--- src/rtl/prio_encoder_pipe.sv ---
// prio_encoder_pipe
// Registered N-to-log2(N) priority encoder with valid/ready handshakes on
// both sides. Every accepted request vector becomes one output beat that
// carries the winning index, its one-hot grant, the popcount and an
// all-zero flag. MODE selects fixed priority (highest index wins) or
// round-robin arbitration starting from a rotating pointer.
//
// Ports
//   clk        clock, all state on rising edge
//   rst        synchronous active-high reset
//   in_valid   req is valid this cycle
//   in_ready   block can accept req this cycle (only combinational output)
//   req        request vector, bit i = line i
//   out_valid  output register holds a result
//   out_ready  downstream consumes the result this cycle
//   out_idx    winning index (0 when out_none)
//   out_onehot one-hot of the winner (all-zero when out_none)
//   out_none   accepted req was all-zero
//   out_count  popcount of the accepted req
//
// state    | meaning
// ---------+---------------------------------------------
// ST_EMPTY | output register holds nothing, out_valid=0
// ST_FULL  | output register holds a result, out_valid=1

module prio_encoder_pipe #(
    parameter int N    = 4,
    parameter int MODE = 0,
    localparam int W   = (N > 1) ? $clog2(N) : 1
) (
    input  logic         clk,
    input  logic         rst,
    input  logic         in_valid,
    output logic         in_ready,
    input  logic [N-1:0] req,
    output logic         out_valid,
    input  logic         out_ready,
    output logic [W-1:0] out_idx,
    output logic [N-1:0] out_onehot,
    output logic         out_none,
    output logic [W:0]   out_count
);

    typedef enum logic {
        ST_EMPTY = 1'b0,
        ST_FULL  = 1'b1
    } state_t;

    state_t       r_state;
    logic [W-1:0] r_idx;
    logic [N-1:0] r_onehot;
    logic         r_none;
    logic [W:0]   r_count;

    logic         w_accept;
    logic         w_any;
    logic [W-1:0] w_win_idx;
    logic [N-1:0] w_win_onehot;
    logic [W:0]   w_count;

    assign out_valid  = (r_state == ST_FULL);
    assign out_idx    = r_idx;
    assign out_onehot = r_onehot;
    assign out_none   = r_none;
    assign out_count  = r_count;

    // A consumed beat frees the register in the same cycle, so back-pressure
    // passes straight through and full throughput needs no skid buffer.
    assign in_ready = (r_state == ST_EMPTY) || out_ready;
    assign w_accept = in_valid && in_ready;
    assign w_any    = |req;

    always_comb begin
        w_count = '0;
        for (int i = 0; i < N; i++) begin
            w_count = w_count + (W+1)'(req[i]);
        end
    end

    generate
        if (MODE == 0) begin : g_fixed
            // Later iterations overwrite earlier ones: highest set bit wins.
            always_comb begin
                w_win_idx = '0;
                for (int i = 0; i < N; i++) begin
                    if (req[i]) begin
                        w_win_idx = W'(i);
                    end
                end
            end
        end else begin : g_rr
            logic [W-1:0] r_ptr;

            // Scan from r_ptr upward, wrapping at N (not 2^W).
            always_comb begin
                logic found;
                int   j;
                found     = 1'b0;
                j         = 0;
                w_win_idx = '0;
                for (int k = 0; k < N; k++) begin
                    j = int'(r_ptr) + k;
                    if (j >= N) begin
                        j = j - N;
                    end
                    if (!found && req[j]) begin
                        w_win_idx = W'(j);
                        found     = 1'b1;
                    end
                end
            end

            always_ff @(posedge clk) begin
                if (rst) begin
                    r_ptr <= '0;
                end else if (w_accept && w_any) begin
                    r_ptr <= (w_win_idx == W'(N-1)) ? '0 : w_win_idx + 1'b1;
                end
            end
        end
    endgenerate

    always_comb begin
        for (int i = 0; i < N; i++) begin
            w_win_onehot[i] = w_any && (w_win_idx == W'(i));
        end
    end

    always_ff @(posedge clk) begin
        if (rst) begin
            r_state  <= ST_EMPTY;
            r_idx    <= '0;
            r_onehot <= '0;
            r_none   <= 1'b0;
            r_count  <= '0;
        end else begin
            case (r_state)
                ST_EMPTY: begin
                    if (w_accept) begin
                        r_state <= ST_FULL;
                    end
                end
                ST_FULL: begin
                    if (out_ready && !w_accept) begin
                        r_state <= ST_EMPTY;
                    end
                end
                default: r_state <= ST_EMPTY;
            endcase

            if (w_accept) begin
                r_idx    <= w_any ? w_win_idx : '0;
                r_onehot <= w_win_onehot;
                r_none   <= !w_any;
                r_count  <= w_count;
            end
        end
    end

endmodule

--- config.mk ---
export PLATFORM = sky130hd
export DESIGN_NAME = prio_encoder_pipe
export DESIGN_NICKNAME = d
export VERILOG_FILES = /design/src/rtl/prio_encoder_pipe.sv
export SDC_FILE = /design/constraint.sdc
export NUM_CORES = 1
export LEC_CHECK = 0
export CORE_UTILIZATION = 41
export DETAILED_ROUTE_END_ITERATION = 10
export PLACE_DENSITY = 0.74
export SKIP_LAST_GASP = 1
export SLEW_MARGIN = 20
export SYNTH_ARGS = -nofsm -noshare
export SYNTH_HDL_FRONTEND = slang
export SYNTH_SLANG_ARGS = --single-unit
--- constraint.sdc ---
create_clock -name clk -period 2.4 [get_ports clk]
set_clock_uncertainty 0.05 [all_clocks]
set_input_delay 0.72 -clock clk [delete_from_list [all_inputs] [get_ports clk]]
set_output_delay 0.72 -clock clk [all_outputs]
set_load 0.05 [all_outputs]
# ---- Word level (Yosys, flattened, before mapping)
# Cells that the tools add are included.
dict set report op_classes {
  eq_ne 3
  addsub 3
  n_reduce_logical 11
  n_bitwise 1
  mux 7
}
# cell n
set op_table {}
lappend op_table {{logical AND 1 bit} 6}
lappend op_table {{2-to-1 mux 2 bit} 3}
lappend op_table {{== test 2 bit (second input constant)} 2}
lappend op_table {{OR reduction 4 bit} 1}
lappend op_table {{adder 2 x 1 -> 3 bit} 1}
lappend op_table {{adder 3 x 1 -> 3 bit} 1}
lappend op_table {{2-to-1 mux 1 bit} 3}
lappend op_table {{adder 1 x 1 -> 2 bit} 1}
lappend op_table {{== test 2 x 1 -> 1 bit (second input constant)} 1}
lappend op_table {{zero test 1 bit} 2}
lappend op_table {{zero test 2 bit} 1}
lappend op_table {{case mux 1 bit (2 select lines)} 1}
lappend op_table {{logical OR 1 bit} 1}
lappend op_table {{inverter 1 bit} 1}
dict set report totals {
  word_cells 30
  regBits 11
}

# ---- Depth between registers and ports, before layout
dict set report depth {
  depth_word 7
  depth_mapped 7
  ltp_nobuf 7
}

# ---- Least setup slack after synthesis
# No wires, ideal clock.
dict set report synth_timing {
  path_type {input port to flip-flop}
  start {in req[0]}
  end {reg r_count[1], in the netlist out_count[1]}
  t_required_ns 2.218
  slack_ns 0.359
  stages 7
  setup_ns 0.132
  arrival_time_ns 1.858
  n_path_buf 0
  cell_sequence {inv_1 -> fa_1 -> inv_1 -> ha_1 -> ha_1 -> nand3_1 -> a21oi_1}
}
dict set report synth_via {
  elab_chain_cells 3
}
# item line
set synth_rtl {}
lappend synth_rtl {{from (decl)} 35} ;# input logic [N-1:0] req,
lappend synth_rtl {{adder 1 x 1 -> 2 bit} 76} ;# w_count = w_count + (W+1)'(req[i]);
lappend synth_rtl {{adder 2 x 1 -> 3 bit} 76}
lappend synth_rtl {{adder 3 x 1 -> 3 bit} 76}
lappend synth_rtl {{net w_count[1]} 59} ;# logic [W:0] w_count;
lappend synth_rtl {{to (signal assigned)} 155} ;# r_count <= w_count;
lappend synth_rtl {{to (decl)} 53} ;# logic [W:0] r_count;
# The timed path passes the listed nets, and every way through them passes these cells.
# A chain may end at the register's enable or synchronous reset.

# ---- Worst setup path after layout
dict set report layout_timing {
  start {in out_ready}
  end {out in_ready}
}
dict set report layout_via {
  elab_chain_cells 1
}
# item line
set layout_rtl {}
lappend layout_rtl {{from (decl)} 37} ;# input logic out_ready,
lappend layout_rtl {{logical OR 1 bit} 69} ;# assign in_ready = (r_state == ST_EMPTY) || out_ready;
lappend layout_rtl {{to (decl)} 34} ;# output logic in_ready,
# Every way passes these cells.

==> impl_summary.log <==
INFO  metric outcome = finished, final reports clean
INFO  metric die_height = ~38 um
INFO  metric clock_sink_total = 11
INFO  metric start_kind = primary input
INFO  metric setup.worst_path.end_class = primary output
INFO  metric drc_errors = 0
INFO  metric powerDensity = 568 nW/um^2
INFO  metric htree_num_levels = 1
INFO  metric timing.final.setup_violations = 0
INFO  metric dr.pass1.iters = 4
INFO  metric placedCellCount = 98
INFO  metric number_of_inserted_filler_cells_in_the_final_layout = roughly 100
INFO  metric post_synth_num_cell_types = 17
INFO  metric worst-path-max-fanout = 2
INFO  metric tritoncts = done
INFO  metric clock_tree.buffer_depth = 2
INFO  metric grt_pass1_vias = 456
INFO  metric tightest_slew = 0.494 ns
INFO  metric finalMaxSlewViolations = 0
INFO  metric grt_remaining_overflow = 0
INFO  metric hold_path_class = reg2reg
INFO  metric grtUsageMet2 = between 30% and 40%
INFO  metric synthesis.yosys.warnings = 0
INFO  metric most_common_library_cell_in_the_layout_ignoring_fill_and_taps = sky130_fd_sc_hd__clkdlybuf4s50_1
INFO  metric design_power_total = 456 uW
INFO  metric row_count = 12
INFO  metric initial_util = 46.2%
INFO  metric synthCells = 61
INFO  metric cts_root_buffer = sky130_fd_sc_hd__clkbuf_4
INFO  metric grt_start_max_net_pins = 12
INFO  metric stdcell_area = 803 sq um
INFO  metric die_area = approximately 1500 sq um
INFO  metric grtUsageTotal = ~19%
INFO  metric die_x = 38.1 um
INFO  metric headroom_to_the_max_slew_limit = around 67%
INFO  metric post_drt_via_cell_ratio = around 5.2
INFO  metric static-leakage-power = ~0.33 nW
INFO  metric busiest_layer = met2
INFO  metric n_antenna_cell = 0
INFO  metric grt_util_met1 = 22.5%
INFO  metric final_cells = 102
INFO  metric antenna_found_initial = 0
INFO  metric final.period_utilization = roughly 96%
INFO  metric dpl-instance-area = 777 sq um
INFO  metric cp.arrival = about 1.5 ns
INFO  metric detailedPlacementHpwl = 904 um
INFO  metric irDropWorstVdd = 0.000352 V
INFO  metric placement.io_buffers = 19
INFO  metric grt_setup_unrepaired = false
INFO  metric most-common-layout-cells = sky130_fd_sc_hd__clkdlybuf4s50_1 (18), sky130_fd_sc_hd__a21oi_1 (12), sky130_fd_sc_hd__dfxtp_1 (11)
INFO  metric fin_crit = between 2 and 2.5 ns
INFO  metric routed_wirelength = 1240 um
INFO  metric max_clock_freq = 0.434 GHz
INFO  metric fin_tns_setup = 0 ns
INFO  metric design.portCount = 20
INFO  metric clkLatencyLatePin = 0.27 ns
INFO  metric grt_pass1_wl = roughly 1900 um
INFO  metric wire_per_inst = between 10 and 15 um
INFO  metric gp_congestion = 0.774
INFO  metric globalRouteMet3Util = 3.49%
INFO  metric post_route_cells_drive_above_1_share = 17.0%
INFO  metric cells_resized_by_post_cts_repair = 0
INFO  metric average_cell_area_after_synthesis = between 8 and 9 sq um
INFO  metric antenna_left = 0
INFO  metric cts_made_buffers = 3
INFO  metric layout-area-overhead-vs-synth = 50.4%
INFO  metric data_required_time_of_the_critical_path = 1.63 ns
INFO  metric proportion_of_synthesized_chip_area_in_sequential_cells = 41.2%
INFO  metric via_count = 534
INFO  metric layout.nets = 101
INFO  metric drv_cap = 0
INFO  metric cts.hold.buffers_added = 0
INFO  metric postSynthRegisterBits = 11
INFO  metric syn-cell-area = 534 sq um
INFO  metric placeableCoreArea = around 1200 sq um
INFO  metric worst-setup-path-type = in2out
INFO  metric drtIter0Drc = 8
INFO  metric clkTransAtPathRegs = about 0.07 ns
INFO  metric syn-num-nets = 73
INFO  metric finalHoldViolCount = 0
INFO  metric worst_hold_slack = 0.426 ns
INFO  metric post-cts-setup-buffers = 0
==> per-stage QoR <==
| step | utilization (%) | setup WS, ns |
|---|---|---|
| after floorplan | - | 0.359 |
| after global placement | 67.2 | -0.144 |
| after detailed placement | 67.2 | -0.205 |
| after CTS | 69.5 | 0.0837 |
| after global routing | 69.5 | 0.00363 |
| final | 69.5 | 0.0935 |
==> flip-flops by register name (all words and copies together), names as in the netlist <==
name / count
out_none: 1
out_count: 3
out_valid: 1
out_onehot: 4
out_idx: 2
==> worst paths after layout <==
| path | startpoint | slack (ns) | cells after the start | endpoint |
|---|---|---|---|---|
| max | out_ready | 0.09 | 4 | in_ready |
| max reg2reg | out_valid | 1.28 | 5 | out_idx[1] |
| min | out_onehot[3] | 0.43 | 2 | out_onehot[3] |
| min reg2reg | out_onehot[3] | 0.43 | 2 | out_onehot[3] |
==> cell type report <==
type                    instances  area [sq um]  share of cell area (%)
repair buffers                 27           260                    32.4
multi-input cells              39           248                    30.8
flip-flops and latches         11           220                    27.4
inverters                       7          31.3                    3.89
clock buffers                   4          26.3                    3.27
well taps                      14          17.5                    2.18
==> synthesized netlist by cell type <==
master	number	share of area, %
sky130_fd_sc_hd__nor3_1	1	0.94
sky130_fd_sc_hd__buf_6	1	2.1
sky130_fd_sc_hd__nor2b_4	1	2.6
sky130_fd_sc_hd__inv_1	6	4.2
sky130_fd_sc_hd__o21ai_0	8	7.5
sky130_fd_sc_hd__nand3_1	4	3.7
sky130_fd_sc_hd__clkbuf_1	1	0.70
sky130_fd_sc_hd__dfxtp_1	11	41
sky130_fd_sc_hd__nand4_1	4	4.7
sky130_fd_sc_hd__inv_6	1	1.6
sky130_fd_sc_hd__a211oi_1	2	2.8
sky130_fd_sc_hd__a21oi_1	12	11
sky130_fd_sc_hd__buf_2	1	0.94
sky130_fd_sc_hd__buf_8	1	2.8
sky130_fd_sc_hd__ha_1	3	7.0
sky130_fd_sc_hd__nor2_1	3	2.1
sky130_fd_sc_hd__fa_1	1	3.7
==> logic make-up after synthesis <==
| family | after synthesis | share of synthesized area [%] |
|---|---|---|
| AOI/OAI and AO/OA | 22 | 21.5 |
| and+or+nand+nor | 13 | 14.0 |
| buffers and inverters | 11 | 12.4 |
| DFF | 11 | 41.2 |
| adders and majority gates | 4 | 10.8 |
==> power by group <==
| group | total [mW] | leakage (nW) | switching [mW] | internal, mW |
|---|---|---|---|---|
| clock network | 0.129 | 0.0150 | 0.0645 | 0.0643 |
| registers | 0.197 | 0.0902 | 0.00459 | 0.193 |
| logic | 0.130 | 0.224 | 0.0770 | 0.0530 |
==> critical path, stage by stage <==
cell and delay, ns:
sky130_fd_sc_hd__clkdlybuf4s50_1 0.46, sky130_fd_sc_hd__nor2b_4 0.18, sky130_fd_sc_hd__inv_6 0.04, sky130_fd_sc_hd__buf_12 0.14
==> layer usage <==
layer	routed length [um]	share of wire (%)
met1	541	44
met2	629	51
met3	56	4.5
met4	11	0.89
met5	0	0
Power figures use the tool's default switching activity.
